`src/rtl/pio_svc_pkg.sv`:
```
// rtl/pio_svc_pkg.sv - shared types, register map and helpers for the PIO irq servicer
package pio_svc_pkg;

    typedef enum logic [3:0] {
        S_INIT,
        S_IDLE,
        S_WR_MASK,
        S_RD_CAP,
        S_CAP_WAIT,
        S_CLR_CAP,
        S_RD_DAT,
        S_DAT_WAIT,
        S_EMIT
    } state_t;

    localparam logic [1:0] ADDR_DATA = 2'd0;
    localparam logic [1:0] ADDR_MASK = 2'd2;
    localparam logic [1:0] ADDR_CAP  = 2'd3;

    localparam int MAX_IDX_W = 5;

    typedef struct packed {
        logic [MAX_IDX_W-1:0] index;
        logic                 level;
    } event_t;

    // Index of the least significant set bit; 0 when nothing is set.
    function automatic logic [MAX_IDX_W-1:0] lowest_set(input logic [31:0] v);
        lowest_set = '0;
        for (int i = 31; i >= 0; i--) begin
            if (v[i]) lowest_set = MAX_IDX_W'(i);
        end
    endfunction

endpackage

```
`src/rtl/event_fifo.sv`:
```
// rtl/event_fifo.sv - synchronous FIFO with push/pop, full/empty and registered storage
module event_fifo #(
    parameter int DATA_W = 3,
    parameter int DEPTH  = 8
) (
    input  logic              clk,
    input  logic              reset_n,
    input  logic              i_push,
    input  logic [DATA_W-1:0] i_data,
    input  logic              i_pop,
    output logic [DATA_W-1:0] o_data,
    output logic              o_valid,
    output logic              o_full
);

    localparam int PTR_W = $clog2(DEPTH);
    localparam logic [PTR_W:0] FULL_CNT = (PTR_W+1)'(DEPTH);

    logic [DATA_W-1:0] r_mem [DEPTH];
    logic [PTR_W-1:0]  r_wr_ptr;
    logic [PTR_W-1:0]  r_rd_ptr;
    logic [PTR_W:0]    r_count;
    logic              w_pop;
    logic              w_push;

    assign o_valid = (r_count != '0);
    assign o_full  = (r_count == FULL_CNT);
    assign o_data  = r_mem[r_rd_ptr];
    assign w_pop   = i_pop && o_valid;
    // A pop in the same cycle frees the slot, so a full FIFO can still accept.
    assign w_push  = i_push && (!o_full || w_pop);

    always_ff @(posedge clk or negedge reset_n) begin
        if (!reset_n) begin
            for (int i = 0; i < DEPTH; i++) r_mem[i] <= '0;
            r_wr_ptr <= '0;
            r_rd_ptr <= '0;
            r_count  <= '0;
        end else begin
            if (w_push) begin
                r_mem[r_wr_ptr] <= i_data;
                r_wr_ptr        <= r_wr_ptr + PTR_W'(1);
            end
            if (w_pop) r_rd_ptr <= r_rd_ptr + PTR_W'(1);
            case ({w_push, w_pop})
                2'b10:   r_count <= r_count + (PTR_W+1)'(1);
                2'b01:   r_count <= r_count - (PTR_W+1)'(1);
                default: r_count <= r_count;
            endcase
        end
    end

endmodule

```
`src/rtl/pio_irq_servicer.sv`:
```
// rtl/pio_irq_servicer.sv - Avalon-MM master that services the edge-capture PIO and queues events
module pio_irq_servicer
    import pio_svc_pkg::*;
#(
    parameter int               WIDTH      = 3,
    parameter int               FIFO_DEPTH = 8,
    parameter logic [WIDTH-1:0] INIT_MASK  = 3'b111,
    parameter int               IDX_W      = 2
) (
    input  logic              clk,
    input  logic              reset_n,
    output logic [1:0]        m_address,
    output logic              m_chipselect,
    output logic              m_write_n,
    output logic [31:0]       m_writedata,
    input  logic [31:0]       m_readdata,
    input  logic              irq,
    input  logic [WIDTH-1:0]  cfg_mask,
    input  logic              cfg_mask_wr,
    output logic              ev_valid,
    input  logic              ev_ready,
    output logic [IDX_W-1:0]  ev_index,
    output logic              ev_level,
    output logic              overflow
);

    state_t             r_state;
    state_t             w_next;
    logic [WIDTH-1:0]   r_cap;
    logic [WIDTH-1:0]   r_lvl;
    logic [WIDTH-1:0]   r_mask_pend;
    logic               r_req_pend;
    logic               r_overflow;
    logic [WIDTH-1:0]   w_cap_next;
    event_t             w_ev;
    logic               w_push;
    logic               w_full;
    logic [IDX_W:0]     w_fifo_dout;
    logic               w_unused;

    assign w_cap_next = r_cap & (r_cap - WIDTH'(1));
    assign overflow   = r_overflow;
    assign ev_index   = w_fifo_dout[IDX_W:1];
    assign ev_level   = w_fifo_dout[0];
    assign w_unused   = ^{m_readdata[31:WIDTH], w_ev.index[MAX_IDX_W-1:IDX_W]};

    always_comb begin
        w_ev       = '0;
        w_ev.index = lowest_set(32'(r_cap));
        w_ev.level = r_lvl[w_ev.index[IDX_W-1:0]];
    end

    always_ff @(posedge clk or negedge reset_n) begin
        if (!reset_n) r_state <= S_INIT;
        else          r_state <= w_next;
    end

    always_comb begin
        w_next = r_state;
        case (r_state)
            S_INIT:     w_next = S_IDLE;
            S_IDLE: begin
                if (cfg_mask_wr || r_req_pend) w_next = S_WR_MASK;
                else if (irq)                  w_next = S_RD_CAP;
            end
            S_WR_MASK:  w_next = S_IDLE;
            S_RD_CAP:   w_next = S_CAP_WAIT;
            S_CAP_WAIT: w_next = (m_readdata[WIDTH-1:0] == '0) ? S_IDLE : S_CLR_CAP;
            S_CLR_CAP:  w_next = S_RD_DAT;
            S_RD_DAT:   w_next = S_DAT_WAIT;
            S_DAT_WAIT: w_next = S_EMIT;
            S_EMIT:     if (w_push && w_cap_next == '0) w_next = S_IDLE;
            default:    w_next = S_INIT;
        endcase
    end

    // The INIT write is held off while reset is asserted so the bus is quiet during reset.
    always_comb begin
        m_chipselect = 1'b0;
        m_write_n    = 1'b1;
        m_address    = ADDR_DATA;
        m_writedata  = '0;
        w_push       = 1'b0;
        case (r_state)
            S_INIT: if (reset_n) begin
                m_chipselect = 1'b1;
                m_write_n    = 1'b0;
                m_address    = ADDR_MASK;
                m_writedata  = 32'(INIT_MASK);
            end
            S_WR_MASK: begin
                m_chipselect = 1'b1;
                m_write_n    = 1'b0;
                m_address    = ADDR_MASK;
                m_writedata  = 32'(r_mask_pend);
            end
            S_RD_CAP: begin
                m_chipselect = 1'b1;
                m_address    = ADDR_CAP;
            end
            S_CAP_WAIT: m_address = ADDR_CAP;
            S_CLR_CAP: begin
                m_chipselect = 1'b1;
                m_write_n    = 1'b0;
                m_address    = ADDR_CAP;
            end
            S_RD_DAT:   m_chipselect = 1'b1;
            S_EMIT:     w_push = !w_full || ev_ready;
            default:    ;
        endcase
    end

    always_ff @(posedge clk or negedge reset_n) begin
        if (!reset_n) begin
            r_cap       <= '0;
            r_lvl       <= '0;
            r_mask_pend <= INIT_MASK;
            r_req_pend  <= 1'b0;
            r_overflow  <= 1'b0;
        end else begin
            if (r_state == S_CAP_WAIT) r_cap <= m_readdata[WIDTH-1:0];
            else if (w_push)           r_cap <= w_cap_next;
            if (r_state == S_DAT_WAIT) r_lvl <= m_readdata[WIDTH-1:0];
            if (cfg_mask_wr) r_mask_pend <= cfg_mask;
            if (cfg_mask_wr && r_req_pend) r_overflow <= 1'b1;
            if (r_state == S_IDLE && (cfg_mask_wr || r_req_pend)) r_req_pend <= 1'b0;
            else if (cfg_mask_wr)                                 r_req_pend <= 1'b1;
        end
    end

    event_fifo #(
        .DATA_W (IDX_W + 1),
        .DEPTH  (FIFO_DEPTH)
    ) u_fifo (
        .clk     (clk),
        .reset_n (reset_n),
        .i_push  (w_push),
        .i_data  ({w_ev.index[IDX_W-1:0], w_ev.level}),
        .i_pop   (ev_ready),
        .o_data  (w_fifo_dout),
        .o_valid (ev_valid),
        .o_full  (w_full)
    );

endmodule
```
`config.mk`:
```
export PLATFORM = sky130hd
export DESIGN_NAME = pio_irq_servicer
export DESIGN_NICKNAME = d
export VERILOG_FILES = /design/src/rtl/pio_svc_pkg.sv /design/src/rtl/event_fifo.sv /design/src/rtl/pio_irq_servicer.sv
export SDC_FILE = /design/constraint.sdc
export NUM_CORES = 1
export LEC_CHECK = 0
export ABC_AREA = 1
export CAP_MARGIN = 20
export CORE_AREA = 2 2 132 95
export DETAILED_ROUTE_END_ITERATION = 8
export DIE_AREA = 0 0 134 97
export GPL_TIMING_DRIVEN = 0
export PLACE_DENSITY = 0.57
export REMOVE_ABC_BUFFERS = 1
export SLEW_MARGIN = 20
export SYNTH_ARGS = -nofsm -noshare
export SYNTH_HDL_FRONTEND = slang
export SYNTH_SLANG_ARGS = --single-unit
```
`constraint.sdc`:
```
create_clock -name clk -period 2.1 [get_ports clk]
set_input_delay 0.21 -clock clk [delete_from_list [all_inputs] [get_ports clk]]
set_output_delay 0.21 -clock clk [all_outputs]
set_load 0.05 [all_outputs]
```
## Yosys cells after proc, flatten, opt, wreduce, memory -nomap -nowiden

Index checks and enable logic that the tools add are counted.

- Bits in registers: 49
- Bits of input ports: 40
- Output and inout bits: 41

- $add $sub $neg: 5
- $lt $le $gt $ge: 4
- Equal/unequal tests: 13
- Multiplexer cells: 30
- Bitwise operators: 3
- Reductions and logical operators: 22

Operators by type and width:

| cell | count |
|---|---|
| one-hot mux 4 bit (8 select lines) | 1 |
| bitwise mux 24 bit | 1 |
| two-way mux 3 bit | 7 |
| equality test 4 x 3 -> 1 bit (second input constant) | 4 |
| two-way mux 4 bit | 3 |
| binary-select mux 3 bit (select 3 bit) | 1 |
| demux 3 bit (select 3 bit) | 1 |
| equality test 4 x 2 -> 1 bit (second input constant) | 2 |
| equality test 4 bit (second input constant) | 2 |
| >= comparator 4 bit (second input constant) | 2 |
| two-way mux 2 bit | 4 |
| inverter 3 -> 4 bit | 2 |
| one-hot mux 4 bit (2 select lines) | 1 |
| adder 3 x 1 -> 3 bit (second input constant) | 2 |
| logical AND 1 bit | 6 |
| zero test 3 bit | 2 |
| two-way mux 1 bit | 6 |
| one-hot mux 2 bit (3 select lines) | 1 |
| one-hot mux 3 bit (2 select lines) | 1 |
| nonzero test 2 bit | 3 |
| adder 4 x 1 -> 4 bit (second input constant) | 1 |
| equality test 4 x 1 -> 1 bit (second input constant) | 1 |
| zero test 4 bit | 1 |
| less-than comparator 4 x 1 -> 1 bit (second input constant) | 1 |
| other kinds (17) | 21 |

## Longest topological paths before layout

Gate-level depths: netlist of the first run.

- Depth after elaboration: 7
- Mapped depth: 15

## Modules after synthesis

Synthesis of the first run repeated with hierarchy kept, for this count alone.

- Cells, all modules: 329
- Area total of the unflattened synthesis: 2780.2 µm²

Modules (own cells, without submodules):

| module | instances | cells each | area each (µm²) | sequential area each (µm²) |
|---|---|---|---|---|
| event_fifo | 1 | 194 | 1717.9 | 850.8 |
| pio_irq_servicer | 1 | 135 | 1062.3 | 379.1 |

## Least setup slack after synthesis of the first run

OpenSTA, ideal clock, no wires.

- Kind: register -> register
- Start point: reg u_fifo.r_count[0]
- End point: reg u_fifo.r_count[2]
- Arrival time: 2.148 ns
- Required time: 2.018 ns
- Path slack: -0.130 ns
- Stages on the path, launching flop included: 15
- Clock period less this slack: 2.230 ns
- Path through: dfrtp_1 > inv_1 > nand3_1 > inv_1 > nand2_1 > nand2_1 > inv_1 > ha_1 > inv_1 > nand2_1 > nand2_1 > ha_1 > a21oi_1 > or2_2 > a31oi_1

RTL lines:

| element | RTL line | text |
|---|---|---|
| start: declaration | event_fifo.sv:22 | `logic [PTR_W:0] r_count;` |
| start signal: assignment | event_fifo.sv:46 | `2'b10: r_count <= r_count + (PTR_W+1)'(1);` |
| start signal: assignment | event_fifo.sv:47 | `2'b01: r_count <= r_count - (PTR_W+1)'(1);` |
| start signal: assignment | event_fifo.sv:48 | `default: r_count <= r_count;` |
| nonzero test 4 bit * | event_fifo.sv:26 | `assign o_valid = (r_count != '0);` |
| via ev_valid | pio_irq_servicer.sv:20 | `output logic ev_valid,` |
| logical AND 1 bit * | event_fifo.sv:29 | `assign w_pop = i_pop && o_valid;` |
| via u_fifo.w_pop | event_fifo.sv:23 | `logic w_pop;` |
| logical OR 1 bit | event_fifo.sv:31 | `assign w_push = i_push && (!o_full \|\| w_pop);` |
| logical AND 1 bit | event_fifo.sv:31 |  |
| equality test 2 x 1 -> 1 bit or equality test 2 bit (tied branches) | event_fifo.sv:45 | `case ({w_push, w_pop})` |
| one-hot mux 4 bit (2 select lines) or nonzero test 2 bit (tied branches) | -- |  |

The timed path passes the listed nets; every way through them passes the cells marked *.
A chain may end at the register's enable or synchronous reset.

## Final worst setup path of the first run

- Start point: in reset_n
- End point: out m_write_n

- Word-level cells in the longest chain between the ends: 2

Ends and longest elaborated chain:

| element | RTL line | text |
|---|---|---|
| start: declaration | pio_irq_servicer.sv:11 | `input logic reset_n,` |
| two-way mux 1 bit | pio_irq_servicer.sv:85 | `S_INIT: if (reset_n) begin` |
| one-hot mux 1 bit (2 select lines) | pio_irq_servicer.sv:84 | `case (r_state)` |
| end: declaration | pio_irq_servicer.sv:14 | `output logic m_write_n,` |

Every way passes these cells.

==> flow_results.xml, run 1 <==
<?xml version="1.0" encoding="UTF-8"?>
<metrics>
  <group name="outcome">
    <metric name="outcome" unit="">finished clean</metric>
  </group>
  <group name="route">
    <metric name="drc" unit="">0</metric>
    <metric name="drtIter0Drc" unit="">84</metric>
    <metric name="route.final.wire_length" unit="um">6180</metric>
    <metric name="wl_per_cell" unit="um">10.9</metric>
    <metric name="first_pass_iters" unit="">4</metric>
    <metric name="via_count" unit="">2322</metric>
    <metric name="vias_per_cell" unit="">4.08</metric>
    <metric name="antenna_left" unit="">0</metric>
  </group>
  <group name="global_routing">
    <metric name="vias_in_the_first_global_route" unit="">2197</metric>
    <metric name="wire_length_of_the_first_global_routing_pass" unit="um">10600</metric>
    <metric name="grt_antenna_before_repair" unit="">0</metric>
    <metric name="grt.total_usage" unit="%">10.1</metric>
    <metric name="global_route.overflow_total" unit="">0</metric>
    <metric name="grt_start_max_net_pins" unit="">47</metric>
  </group>
  <group name="pwr">
    <metric name="power.density_cell_area" unit="nW/um^2">1400</metric>
    <metric name="vdd_drop_max" unit="mV">0.425</metric>
    <metric name="total_leakage_power" unit="nW">1.82</metric>
  </group>
  <group name="critical_path">
    <metric name="crit_path_max_fanout" unit="">5</metric>
    <metric name="worst_reg2reg_path_length_in_cells" unit="">14</metric>
    <metric name="startpoint_type" unit="">input port</metric>
    <metric name="r2r_end" unit="">u_fifo.r_count[2]$_DFFE_PN0P_</metric>
    <metric name="kind_of_critical_path" unit="">in2out</metric>
    <metric name="worstPathRequired" unit="ns">1.89</metric>
    <metric name="timing.rr.start" unit="">u_fifo.r_count[0]$_DFFE_PN0P_</metric>
    <metric name="crit_chain" unit="">dlygate4sd3_1 -&gt; buf_4 -&gt; nand3_1 -&gt; inv_1 -&gt; nor2_1 -&gt; dlygate4sd2_1</metric>
    <metric name="critical_path_cell_with_the_highest_stage_delay" unit="">dlygate4sd3_1</metric>
    <metric name="crit_path_end_kind" unit="">output port</metric>
    <metric name="crit_arrival" unit="ns">1.78</metric>
    <metric name="timing.critical_path.slowest_cell_delay" unit="ns">0.53</metric>
    <metric name="r2r_setup_slack" unit="ns">0.16</metric>
  </group>
  <group name="final_layout">
    <metric name="mostFrequentLayoutCell" unit="">nand2_1</metric>
    <metric name="drive_gt1_share" unit="%">13.1</metric>
    <metric name="antenna_cells" unit="">0</metric>
    <metric name="area_growth" unit="%">18.3</metric>
    <metric name="layout.nets" unit="">456</metric>
    <metric name="most-common-layout-cells" unit="">nand2_1, dfrtp_1, inv_1, o21ai_0</metric>
    <metric name="layout.core_utilization" unit="%">29.4</metric>
    <metric name="instances_no_fill" unit="">569</metric>
    <metric name="filler_cell_count" unit="">1258</metric>
  </group>
  <group name="sta">
    <metric name="setup_slack" unit="ns">0.108</metric>
    <metric name="fin_tns_setup" unit="ns">0</metric>
    <metric name="period_needed" unit="ns">1.99</metric>
    <metric name="finalHoldViolations" unit="">0</metric>
    <metric name="grt_setup_unrepaired" unit="">true</metric>
    <metric name="finalClockSkew" unit="ns">0.00273</metric>
    <metric name="post_route_hold_slack" unit="ns">0.460</metric>
    <metric name="setup_violations" unit="">0</metric>
    <metric name="final_max_slew_viol_count" unit="">0</metric>
    <metric name="timing.max_slew.rel_slack" unit="%">64.6</metric>
    <metric name="share_of_the_clock_period_used_by_the_worst_path_after_layout" unit="%">94.8</metric>
    <metric name="fmax" unit="MHz">502</metric>
    <metric name="worst_pin_slew" unit="ns">0.530</metric>
  </group>
  <group name="yosys">
    <metric name="synth.yosys.warnings" unit="">0</metric>
    <metric name="number_of_synthesized_flops_with_an_enable_pin" unit="">0</metric>
    <metric name="post_synth_mux_area_share" unit="%">0.390</metric>
    <metric name="synth_top_cell_area_share" unit="%">39.9</metric>
    <metric name="cell_type_with_the_largest_total_area_after_synthesis" unit="">dfrtp_1</metric>
    <metric name="synth-main-ff-cell" unit="">dfrtp_1</metric>
    <metric name="synth_area_per_cell" unit="um^2">7.58</metric>
    <metric name="synth_top_family_by_area" unit="">simple AND/OR/NAND/NOR gates</metric>
    <metric name="synth_adder_area_share" unit="%">2.17</metric>
    <metric name="synth-simple-area-share" unit="%">28.0</metric>
    <metric name="synth-compound-area-share" unit="%">10.7</metric>
    <metric name="seq_area_frac_synth" unit="%">42.6</metric>
    <metric name="syn_inst_count" unit="">381</metric>
    <metric name="synthXorXnorAreaFrac" unit="%">0.910</metric>
    <metric name="yosys-top-cells-area" unit="">dfrtp_1, nand2_1, buf_4, o21ai_0, inv_1</metric>
    <metric name="ys_async_sr_fraction" unit="%">100</metric>
    <metric name="ys_types" unit="">34</metric>
    <metric name="synth.cell_area" unit="um^2">2890</metric>
    <metric name="ys_seq_elements" unit="">49</metric>
  </group>
  <group name="clocking">
    <metric name="cts-htree-levels" unit="">2</metric>
    <metric name="worst_skew_pair.late_latency" unit="ns">0.28</metric>
    <metric name="tritoncts_num_sinks" unit="">49</metric>
    <metric name="cts.clk_slew.worst_paths" unit="ns">0.06</metric>
    <metric name="clockBufferDepth" unit="">2</metric>
    <metric name="clock_tree.root_cell" unit="">clkbuf_16</metric>
    <metric name="numCtsBuffers" unit="">5</metric>
    <metric name="cts_tree" unit="">built</metric>
  </group>
  <group name="floorplan">
    <metric name="die_width" unit="um">134</metric>
    <metric name="chipHeight" unit="um">97</metric>
    <metric name="core_area" unit="um^2">11600</metric>
    <metric name="initial_utilization" unit="%">24.9</metric>
    <metric name="die_area" unit="um^2">13000</metric>
    <metric name="num_rows" unit="">33</metric>
    <metric name="floorplan.io_pins" unit="">81</metric>
  </group>
  <group name="worst_hold_path">
    <metric name="worst_hold_path.endpoint" unit="">r_mask_pend[2]$_DFFE_PN1P_</metric>
    <metric name="hold_start" unit="">cfg_mask[2]</metric>
    <metric name="worstHoldPathCells" unit="">3</metric>
    <metric name="min-delay-path-class" unit="">in2reg</metric>
  </group>
  <group name="run">
    <metric name="cap_viol_max_count" unit="">0</metric>
  </group>
  <group name="placed_design">
    <metric name="port_buffers" unit="">22</metric>
    <metric name="preCtsSetupSlack" unit="ns">-0.680</metric>
    <metric name="detailed_place_hpwl" unit="um">4400</metric>
    <metric name="gp_congestion" unit="">0.797</metric>
    <metric name="number_of_placed_cells_counting_well_taps" unit="">554</metric>
  </group>
</metrics>
==> critical path: cells and delay by family <==
| family | cells | cell delay [ns] |
|---|---|---|
| buffers and inverters | 4 | 1.32 |
| AND/OR/NAND/NOR | 2 | 0.25 |
==> routing by layer <==
metal / track usage (%) / share of wire [%] / vias to the layer above
met3: 2.20 / 2.8 / 4
met5: 0 / 0 / -
met2: 14.6 / 44 / 37
met1: 15.3 / 52 / 1083
met4: 1.88 / 0.79 / 0
li1: - / - / 1198
==> worst max-delay path by stage <==
stage          slack [ns]                       endpoint                           start
6_report             0.11                      m_write_n                         reset_n
5_1_grt             -0.02  u_fifo.r_count[2]$_DFFE_PN0P_   u_fifo.r_count[0]$_DFFE_PN0P_
4_1_cts              0.02                    ev_index[1]  u_fifo.r_rd_ptr[1]$_DFFE_PN0P_
3_5_place_dp        -0.68  u_fifo.r_count[2]$_DFFE_PN0P_                        ev_ready
3_3_place_gp        -2.10                   m_address[1]                         reset_n
2_1_floorplan       -0.17  u_fifo.r_count[2]$_DFFE_PN0P_          r_state[1]$_DFFE_PN0P_
==> timing repair <==
action	in CTS	in global routing
setup endpoints to repair	13	11
endpoints found under the hold margin	46	0
cloned	1	0
pin swaps	1	1
hold buffers	2	0
buffers inserted	2	2
gates resized for setup	35	16
==> sequential cells by signal, summed over array words and instances, names as in the netlist <==
signal           cells
r_lvl                3
r_state              4
r_cap                3
r_mask_pend          3
r_req_pend           1
overflow             1
u_fifo.r_count       4
u_fifo.r_mem        24
u_fifo.r_wr_ptr      3
u_fifo.r_rd_ptr      3
==> layout make-up <==
type / count / area [um^2] / area share, %
clock inverter: 1 / 7.51 / 0.220
inverter: 48 / 183 / 5.35
tap: 157 / 196 / 5.75
sequential: 49 / 1230 / 36.1
multi-input combinational: 279 / 1380 / 40.3
timing repair buffer: 28 / 285 / 8.35
clock buffer: 7 / 133 / 3.88
==> report_power, final <==
part           switching, W  total, W  leakage (nW)  internal, W
Combinational       0.00172   0.00245          1.15     0.000732
Sequential         0.000309   0.00154         0.605      0.00123
Clock              0.000335  0.000778        0.0641     0.000443
==> logic make-up (layout without fill, tap and decap cells) <==
kind of cell	count (synthesis)	count (layout)
xor gates and xnor gates	3	3
other	1	29
AOI/OAI and AO/OA	59	59
adders and majority gates	5	5
buffers and inverters	82	84
and+or+nand+nor	181	182
muxes	1	1
DFF	49	49
==> per-stage QoR <==
step / total power, W / instance area (um^2)
after floorplan: 0.00327 / 2740
after global routing: 0.00516 / 3410
after global placement: 0.00396 / 3150
after CTS: 0.00476 / 3380
after detailed placement: 0.00400 / 3150
final: 0.00477 / 3410
==> synthesized netlist by cell type, drive strengths merged, types with 2 or more instances <==
| library cell | instances |
|---|---|
| buf | 32 |
| a21oi | 8 |
| ha | 5 |
| dfrtp | 46 |
| nand3 | 20 |
| o22ai | 2 |
| inv | 47 |
| nand2 | 120 |
| clkbuf | 2 |
| o21ai | 46 |
| dfstp | 3 |
| nor2 | 38 |
| xor2 | 2 |
Note: power is estimated with default switching activity, not from simulation.
==> inputs of run 2 (changes only) <==
--- a/config.mk
+++ b/config.mk
@@ -11,7 +11,7 @@
 export DETAILED_ROUTE_END_ITERATION = 8
 export DIE_AREA = 0 0 134 97
 export GPL_TIMING_DRIVEN = 0
-export PLACE_DENSITY = 0.57
+export PLACE_DENSITY = 0.56
 export REMOVE_ABC_BUFFERS = 1
 export SLEW_MARGIN = 20
 export SYNTH_ARGS = -nofsm -noshare
==> constraint.sdc (replaced) <==
create_clock -name clk -period 1.9 [get_ports clk]
set_input_delay 0.19 -clock clk [delete_from_list [all_inputs] [get_ports clk]]
set_output_delay 0.19 -clock clk [all_outputs]
set_load 0.05 [all_outputs]
==> run 2 against run 1 <==
The flow now finishes with violations (negative setup slack). Cell area up 4.3%. Clock skew up 0.0077 ns. Cell count rose by 2.5%. Critical path depth grew 6. Core utilization grew 1.3 points. Sequential power rose by 8%. Worst setup slack got worse by 0.12 ns. Routed wire length rose by 6.2%. Die area is the same. Combinational power up 24%. Total power rose by 18%. First-iteration DRC count rose by 69%. Critical endpoint is now u_fifo.r_count[2]$_DFFE_PN0P_. Largest power group unchanged.
==> flow_results.xml, run 2 (synthesized netlist as in run 1, its figures left out) <==
<?xml version="1.0" encoding="UTF-8"?>
<metrics>
  <group name="global_routing">
    <metric name="global_route.overflow_total" unit="">0</metric>
    <metric name="wire_length_of_the_first_global_routing_pass" unit="um">10500</metric>
    <metric name="grt_antenna_before_repair" unit="">0</metric>
    <metric name="vias_in_the_first_global_route" unit="">2171</metric>
    <metric name="grt_start_max_net_pins" unit="">51</metric>
    <metric name="grt.total_usage" unit="%">10.1</metric>
  </group>
  <group name="worst_hold_path">
    <metric name="min-delay-path-class" unit="">in2reg</metric>
    <metric name="worstHoldPathCells" unit="">3</metric>
  </group>
  <group name="clocking">
    <metric name="cts-htree-levels" unit="">2</metric>
    <metric name="cts.clk_slew.worst_paths" unit="ns">0.07</metric>
    <metric name="cts_tree" unit="">built</metric>
    <metric name="worst_skew_pair.late_latency" unit="ns">0.29</metric>
    <metric name="clock_tree.root_cell" unit="">clkbuf_16</metric>
    <metric name="numCtsBuffers" unit="">5</metric>
    <metric name="clockBufferDepth" unit="">2</metric>
    <metric name="tritoncts_num_sinks" unit="">49</metric>
  </group>
  <group name="route">
    <metric name="met3WireLength" unit="um">267</metric>
    <metric name="antenna_left" unit="">0</metric>
    <metric name="route.final.wire_length" unit="um">6570</metric>
    <metric name="met2RoutedLength" unit="um">2860</metric>
    <metric name="dr.max_layer_used" unit="">met4</metric>
    <metric name="drtIter0Drc" unit="">142</metric>
    <metric name="first_pass_iters" unit="">5</metric>
    <metric name="vias_per_cell" unit="">4.14</metric>
    <metric name="routedLengthMet1" unit="um">3380</metric>
    <metric name="wl_per_cell" unit="um">11.3</metric>
    <metric name="via_count" unit="">2416</metric>
    <metric name="drc" unit="">0</metric>
  </group>
  <group name="pwr">
    <metric name="total_leakage_power" unit="nW">1.91</metric>
    <metric name="vdd_drop_max" unit="mV">0.504</metric>
    <metric name="power.density_cell_area" unit="nW/um^2">1580</metric>
  </group>
  <group name="final_layout">
    <metric name="area_growth" unit="%">23.4</metric>
    <metric name="largest_register" unit="">u_fifo.r_mem</metric>
    <metric name="antenna_cells" unit="">0</metric>
    <metric name="layout.nets" unit="">470</metric>
    <metric name="largest_reg_flops" unit="">24</metric>
    <metric name="mostFrequentLayoutCell" unit="">nand2_1</metric>
    <metric name="drive_gt1_share" unit="%">18.8</metric>
    <metric name="layout.core_utilization" unit="%">30.7</metric>
    <metric name="design_area" unit="um^2">3560</metric>
    <metric name="most-common-layout-cells" unit="">nand2_1, dfrtp_1, inv_1, o21ai_0, conb_1</metric>
    <metric name="reg.largest.list" unit="">u_fifo.r_mem: 24 flops, r_state: 4 flops, u_fifo.r_count: 4 flops</metric>
  </group>
  <group name="outcome">
    <metric name="violations" unit="">negative setup slack</metric>
    <metric name="outcome" unit="">finished with violations</metric>
  </group>
  <group name="floorplan">
    <metric name="chipHeight" unit="um">97</metric>
    <metric name="initial_utilization" unit="%">24.9</metric>
    <metric name="die_area" unit="um^2">13000</metric>
    <metric name="core_area" unit="um^2">11600</metric>
    <metric name="floorplan.io_pins" unit="">81</metric>
    <metric name="num_rows" unit="">33</metric>
    <metric name="die_width" unit="um">134</metric>
  </group>
  <group name="placed_design">
    <metric name="place_area" unit="um^2">3150</metric>
    <metric name="gp_congestion" unit="">0.840</metric>
    <metric name="port_buffers" unit="">22</metric>
    <metric name="detailed_place_hpwl" unit="um">4320</metric>
    <metric name="preCtsSetupSlack" unit="ns">-0.857</metric>
  </group>
  <group name="critical_path">
    <metric name="crit_path_frequent_cell" unit="">nand2_1</metric>
    <metric name="crit_path_end_kind" unit="">register</metric>
    <metric name="worst_reg2reg_path_length_in_cells" unit="">12</metric>
    <metric name="worstPathRequired" unit="ns">2.11</metric>
    <metric name="crit_chain" unit="">nor2_4 -&gt; nand3_2 -&gt; inv_4 -&gt; nand2_8 -&gt; ha_4 -&gt; inv_1 -&gt; nand2_1 -&gt; nand2_1 -&gt; ha_1 -&gt; a21oi_2 -&gt; or2_4 -&gt; a31oi_2</metric>
    <metric name="kind_of_critical_path" unit="">reg2reg</metric>
    <metric name="crit_arrival" unit="ns">2.13</metric>
    <metric name="startpoint_type" unit="">register</metric>
    <metric name="crit_path_max_fanout" unit="">4</metric>
    <metric name="timing.critical_path.slowest_cell_delay" unit="ns">0.44</metric>
    <metric name="critical_path_cell_with_the_highest_stage_delay" unit="">dfrtp_2</metric>
  </group>
  <group name="sta">
    <metric name="setup_slack" unit="ns">-0.0141</metric>
    <metric name="finalHoldViolations" unit="">0</metric>
    <metric name="share_of_the_clock_period_used_by_the_worst_path_after_layout" unit="%">101</metric>
    <metric name="timing.max_slew.rel_slack" unit="%">58.5</metric>
    <metric name="fmax" unit="MHz">522</metric>
    <metric name="finalClockSkew" unit="ns">0.0105</metric>
    <metric name="final_max_slew_viol_count" unit="">0</metric>
    <metric name="setup_violations" unit="">1</metric>
    <metric name="worst_pin_slew" unit="ns">0.620</metric>
    <metric name="grt_setup_unrepaired" unit="">true</metric>
    <metric name="period_needed" unit="ns">1.91</metric>
  </group>
  <group name="run">
    <metric name="cap_viol_max_count" unit="">0</metric>
  </group>
</metrics>
run 2: layout make-up:
type	instances	area (um^2)
Timing Repair Buffer	42	364
Multi-Input combinational cell	279	1420
Tap cell	157	196
Sequential cell	49	1240
Fill cell	1227	8040
Clock inverter	2	13.8
Clock buffer	6	139
Inverter	48	190
run 2: stage by stage:
stage          hold WS [ns]  setup TNS [ns]  instances  power, W
2_1_floorplan        -0.106           -1.41        375   0.00362
3_3_place_gp          0.438          -61.21        554   0.00438
3_5_place_dp          0.272           -7.83        554   0.00441
4_1_cts             -0.0436        -0.00905        573   0.00541
5_1_grt               0.466          -0.188        583   0.00604
6_report              0.428         -0.0141        583   0.00562
run 2: final timing paths:
path / startpoint / slack [ns] / endpoint
max in group asynchronous: reset_n / 0.35 / u_fifo.r_rd_ptr[0]$_DFFE_PN0P_
min in group asynchronous: reset_n / 0.45 / r_mask_pend[1]$_DFFE_PN1P_
worst max-delay path: r_state[1]$_DFFE_PN0P_ / -0.01 / u_fifo.r_count[2]$_DFFE_PN0P_
worst min-delay path: cfg_mask[2] / 0.43 / r_mask_pend[2]$_DFFE_PN1P_
worst max register to register: r_state[1]$_DFFE_PN0P_ / -0.01 / u_fifo.r_count[2]$_DFFE_PN0P_
worst min register to register: overflow$_DFFE_PN0P_ / 0.46 / overflow$_DFFE_PN0P_
run 2: routing by layer:
| layer | vias to the layer above | global-route usage (%) |
|---|---|---|
| met2 | 53 | 14.7 |
| met1 | 1131 | 14.8 |
| met3 | 6 | 2.36 |
| met5 | - | 0 |
| met4 | 0 | 3.19 |
| li1 | 1226 | - |
run 2: what timing repair did:
action	CTS	global route
gates resized for setup	68	31
gates cloned	1	0
setup endpoints to repair	21	18
hold endpoints to repair	46	35
buffers inserted	10	6
pin swaps	3	4
run 2: report_power, final:
group          switching [W]  internal [W]
combinational        0.00207      0.000961
sequential          0.000305       0.00137
clock               0.000389      0.000524
total                0.00277       0.00285
run 2: critical path: cells and delay by family, from the launching register on:
family / cells / cell delay, ns
AO/OA/AOI/OAI: 2 / 0.17
adder cells (fa/ha/maj): 2 / 0.35
buffers and inverters: 2 / 0.16
flip-flops: 1 / 0.44
AND/OR/NAND/NOR: 6 / 0.72
==> inputs of run 3 (changes only) <==
--- a/config.mk
+++ b/config.mk
@@ -5,11 +5,10 @@
 export SDC_FILE = /design/constraint.sdc
 export NUM_CORES = 1
 export LEC_CHECK = 0
-export ABC_AREA = 1
 export CAP_MARGIN = 20
-export CORE_AREA = 2 2 132 95
+export CORE_AREA = 2 2 129 93
 export DETAILED_ROUTE_END_ITERATION = 8
-export DIE_AREA = 0 0 134 97
+export DIE_AREA = 0 0 131 95
 export GPL_TIMING_DRIVEN = 0
 export PLACE_DENSITY = 0.56
 export REMOVE_ABC_BUFFERS = 1
==> constraint.sdc (replaced) <==
create_clock -name clk -period 2.3 [get_ports clk]
set_input_delay 0.23 -clock clk [delete_from_list [all_inputs] [get_ports clk]]
set_output_delay 0.23 -clock clk [all_outputs]
set_load 0.05 [all_outputs]
==> run 3 against run 2 <==
Combinational power down 44%. The flow now finishes without violations. Synthesized area fell by 4.6%. Critical endpoint unchanged. Total power fell by 31%. First-iteration DRC count fell by 65%. Largest cell class unchanged.
==> flow_results.xml, run 3 <==
<?xml version="1.0" encoding="UTF-8"?>
<metrics>
  <group name="outcome">
    <metric name="outcome" unit="">finished clean</metric>
  </group>
  <group name="yosys">
    <metric name="synth_most_common_cell" unit="">dfrtp_1</metric>
    <metric name="cell_type_with_the_largest_total_area_after_synthesis" unit="">dfrtp_1</metric>
    <metric name="ys_seq_elements" unit="">49</metric>
    <metric name="synth.cell_area" unit="um^2">2750</metric>
    <metric name="synth-compound-area-share" unit="%">6.72</metric>
    <metric name="yosys-top-cells-area" unit="">dfrtp_1, mux2_2, buf_4, mux4_2, mux2_1</metric>
    <metric name="synth_adder_area_share" unit="%">2.27</metric>
    <metric name="post_synth_mux_area_share" unit="%">20.8</metric>
    <metric name="synth-simple-area-share" unit="%">12.1</metric>
    <metric name="ys_types" unit="">46</metric>
    <metric name="synth_area_per_cell" unit="um^2">11.8</metric>
    <metric name="ys_top_cells_by_count" unit="">dfrtp_1, buf_4, mux2_2</metric>
    <metric name="synth-main-ff-cell" unit="">dfrtp_1</metric>
    <metric name="synthXorXnorAreaFrac" unit="%">3.18</metric>
    <metric name="seq_area_frac_synth" unit="%">44.7</metric>
    <metric name="ys_async_sr_fraction" unit="%">100</metric>
    <metric name="synth_top_family_by_area" unit="">multiplexers</metric>
    <metric name="synth.yosys.warnings" unit="">0</metric>
    <metric name="syn_inst_count" unit="">234</metric>
    <metric name="synth_top_cell_area_share" unit="%">41.8</metric>
    <metric name="number_of_synthesized_flops_with_an_enable_pin" unit="">0</metric>
  </group>
  <group name="critical_path">
    <metric name="crit_path_max_fanout" unit="">6</metric>
    <metric name="worstPathRequired" unit="ns">2.47</metric>
    <metric name="crit_path_end_kind" unit="">register</metric>
    <metric name="startpoint_type" unit="">register</metric>
    <metric name="kind_of_critical_path" unit="">reg2reg</metric>
    <metric name="crit_arrival" unit="ns">2.42</metric>
    <metric name="r2r_setup_slack" unit="ns">0.05</metric>
    <metric name="worst_reg2reg_path_length_in_cells" unit="">9</metric>
  </group>
  <group name="run">
    <metric name="cap_viol_max_count" unit="">0</metric>
  </group>
  <group name="pwr">
    <metric name="pwr-share-clk" unit="%">19.2</metric>
    <metric name="power.share.switching" unit="%">41.4</metric>
    <metric name="total_leakage_power" unit="nW">1.48</metric>
    <metric name="power.density_cell_area" unit="nW/um^2">1160</metric>
    <metric name="power_frac_seq" unit="%">37.0</metric>
    <metric name="p_comb_share" unit="%">43.9</metric>
    <metric name="vdd_drop_max" unit="mV">0.432</metric>
    <metric name="netSwitchingPower" unit="W">0.00160</metric>
    <metric name="cellInternalPower" unit="W">0.00227</metric>
  </group>
  <group name="clocking">
    <metric name="tritoncts_num_sinks" unit="">49</metric>
    <metric name="cts.clk_slew.worst_paths" unit="ns">0.06</metric>
    <metric name="clock_tree.root_cell" unit="">clkbuf_16</metric>
    <metric name="worst_skew_pair.late_latency" unit="ns">0.29</metric>
    <metric name="numCtsBuffers" unit="">5</metric>
    <metric name="clockBufferDepth" unit="">2</metric>
    <metric name="cts_tree" unit="">built</metric>
    <metric name="cts-htree-levels" unit="">2</metric>
  </group>
  <group name="global_routing">
    <metric name="grt_start_max_net_pins" unit="">47</metric>
    <metric name="vias_in_the_first_global_route" unit="">1678</metric>
    <metric name="wire_length_of_the_first_global_routing_pass" unit="um">8690</metric>
    <metric name="global_route.overflow_total" unit="">0</metric>
    <metric name="grt.total_usage" unit="%">9.14</metric>
    <metric name="grt_antenna_before_repair" unit="">0</metric>
  </group>
  <group name="sta">
    <metric name="finalClockSkew" unit="ns">0.0120</metric>
    <metric name="worst_pin_slew" unit="ns">0.885</metric>
    <metric name="period_needed" unit="ns">2.25</metric>
    <metric name="final_max_slew_viol_count" unit="">0</metric>
    <metric name="timing.max_slew.rel_slack" unit="%">40.9</metric>
    <metric name="grt_setup_unrepaired" unit="">true</metric>
    <metric name="setup_slack" unit="ns">0.0485</metric>
    <metric name="setup_violations" unit="">0</metric>
    <metric name="finalHoldViolations" unit="">0</metric>
    <metric name="share_of_the_clock_period_used_by_the_worst_path_after_layout" unit="%">97.9</metric>
    <metric name="fmax" unit="MHz">444</metric>
  </group>
  <group name="worst_hold_path">
    <metric name="worstHoldPathCells" unit="">1</metric>
    <metric name="min-delay-path-class" unit="">reg2reg</metric>
  </group>
  <group name="floorplan">
    <metric name="initial_utilization" unit="%">24.3</metric>
    <metric name="num_rows" unit="">33</metric>
    <metric name="die_area" unit="um^2">12400</metric>
    <metric name="core_area" unit="um^2">11400</metric>
    <metric name="floorplan.io_pins" unit="">81</metric>
    <metric name="chipHeight" unit="um">95</metric>
    <metric name="die_width" unit="um">131</metric>
  </group>
  <group name="placed_design">
    <metric name="port_buffers" unit="">22</metric>
    <metric name="gp_congestion" unit="">0.702</metric>
    <metric name="place_area" unit="um^2">3000</metric>
    <metric name="preCtsSetupSlack" unit="ns">-0.462</metric>
    <metric name="detailed_place_hpwl" unit="um">3590</metric>
  </group>
  <group name="final_layout">
    <metric name="antenna_cells" unit="">0</metric>
    <metric name="design_area" unit="um^2">3340</metric>
    <metric name="mostFrequentLayoutCell" unit="">dfrtp_1</metric>
    <metric name="drive_gt1_share" unit="%">31.1</metric>
    <metric name="largest_register" unit="">u_fifo.r_mem</metric>
    <metric name="most-common-layout-cells" unit="">dfrtp_1, conb_1, mux2_2, buf_4, nand2_1</metric>
    <metric name="layout.nets" unit="">314</metric>
    <metric name="largest_reg_flops" unit="">24</metric>
    <metric name="filler_cell_count" unit="">1162</metric>
    <metric name="reg.largest.list" unit="">u_fifo.r_mem: 24 flops, r_state: 4 flops, u_fifo.r_count: 4 flops</metric>
    <metric name="area_growth" unit="%">21.3</metric>
  </group>
  <group name="route">
    <metric name="drc" unit="">0</metric>
    <metric name="drtIter0Drc" unit="">50</metric>
    <metric name="wl_per_cell" unit="um">12.4</metric>
    <metric name="route.final.wire_length" unit="um">5300</metric>
    <metric name="vias_per_cell" unit="">4.06</metric>
    <metric name="via_count" unit="">1732</metric>
    <metric name="first_pass_iters" unit="">4</metric>
    <metric name="antenna_left" unit="">0</metric>
  </group>
</metrics>
## run 3: layer usage
layer  track usage [%]  part of all wire (%)  up-vias
met1              12.9                    51      860
met4              3.90                   1.7        0
met2              13.6                    44       25
li1                  -                     -      839
met3              1.81                   2.4        8
met5                 0                     0        -
## run 3: critical path: stages, from the launching register on
cell,delay (ns)
dfrtp_2,0.44
or3_4,0.41
o21a_4,0.24
ha_2,0.21
xor2_1,0.17
ha_1,0.19
a21oi_2,0.12
xor2_1,0.15
nor2_1,0.06
xor2_1,0.14
## run 3: per-stage QoR
step	power (W)	instances	util (%)	setup TNS (ns)	hold WS, ns
final	0.00388	427	29.4	0	0.458
after global placement	0.00293	400	26.4	-34.65	0.440
after detailed placement	0.00297	400	26.4	-1.72	0.302
after global routing	0.00414	427	29.4	-0.0600	0.476
after floorplan	0.00252	221	-	-0.180	-0.0656
after CTS	0.00372	413	28.4	0	0.468
## run 3: cell type report
class | instances | area [um^2] | share of cell area [%]
well taps | 157 | 196 | 5.88
inverters | 1 | 3.75 | 0.112
repair buffers | 41 | 368 | 11.0
multi-input cells | 171 | 1380 | 41.3
clock inverters | 1 | 7.51 | 0.225
flip-flops and latches | 49 | 1240 | 37.2
clock buffers | 7 | 143 | 4.27
## run 3: path summary, 6_finish.rpt
kind                                                      end                     startpoint
max in group asynchronous              r_state[1]$_DFFE_PN0P_                        reset_n
worst max register to register  u_fifo.r_count[2]$_DFFE_PN0P_  u_fifo.r_count[1]$_DFFE_PN0P_
worst min-delay path                     overflow$_DFFE_PN0P_           overflow$_DFFE_PN0P_
min in group asynchronous          r_mask_pend[2]$_DFFE_PN1P_                        reset_n
worst max-delay path            u_fifo.r_count[2]$_DFFE_PN0P_  u_fifo.r_count[1]$_DFFE_PN0P_
worst min register to register           overflow$_DFFE_PN0P_           overflow$_DFFE_PN0P_
## run 3: power by group through the flow
| stage | logic, W | clock network [W] | registers (W) |
|---|---|---|---|
| 2_1_floorplan | 0.00116 | 0 | 0.00136 |
| 3_3_place_gp | 0.00147 | 0 | 0.00146 |
| 3_5_place_dp | 0.00149 | 0 | 0.00148 |
| 4_1_cts | 0.00149 | 0.000761 | 0.00147 |
| 5_1_grt | 0.00185 | 0.000808 | 0.00147 |
| 6_report | 0.00170 | 0.000744 | 0.00143 |
## run 3: cells by family (layout without fill, tap and decap cells)
kind of cell,count (synthesis),in the layout
multiplexers,44,44
buffers and inverters,42,50
adder cells (fa/ha/maj),5,5
other,1,29
AO/OA/AOI/OAI,31,31
flip-flops,49,49
AND/OR/NAND/NOR,52,52
XOR/XNOR,10,10
## run 3: repair_timing
| item | in CTS | in global routing |
|---|---|---|
| hold endpoints to repair | 46 | 0 |
| hold buffers | 2 | 0 |
| setup endpoints to repair | 16 | 7 |
| resized for setup | 23 | 10 |
| pin swaps | 1 | 2 |
| setup buffers | 3 | 14 |
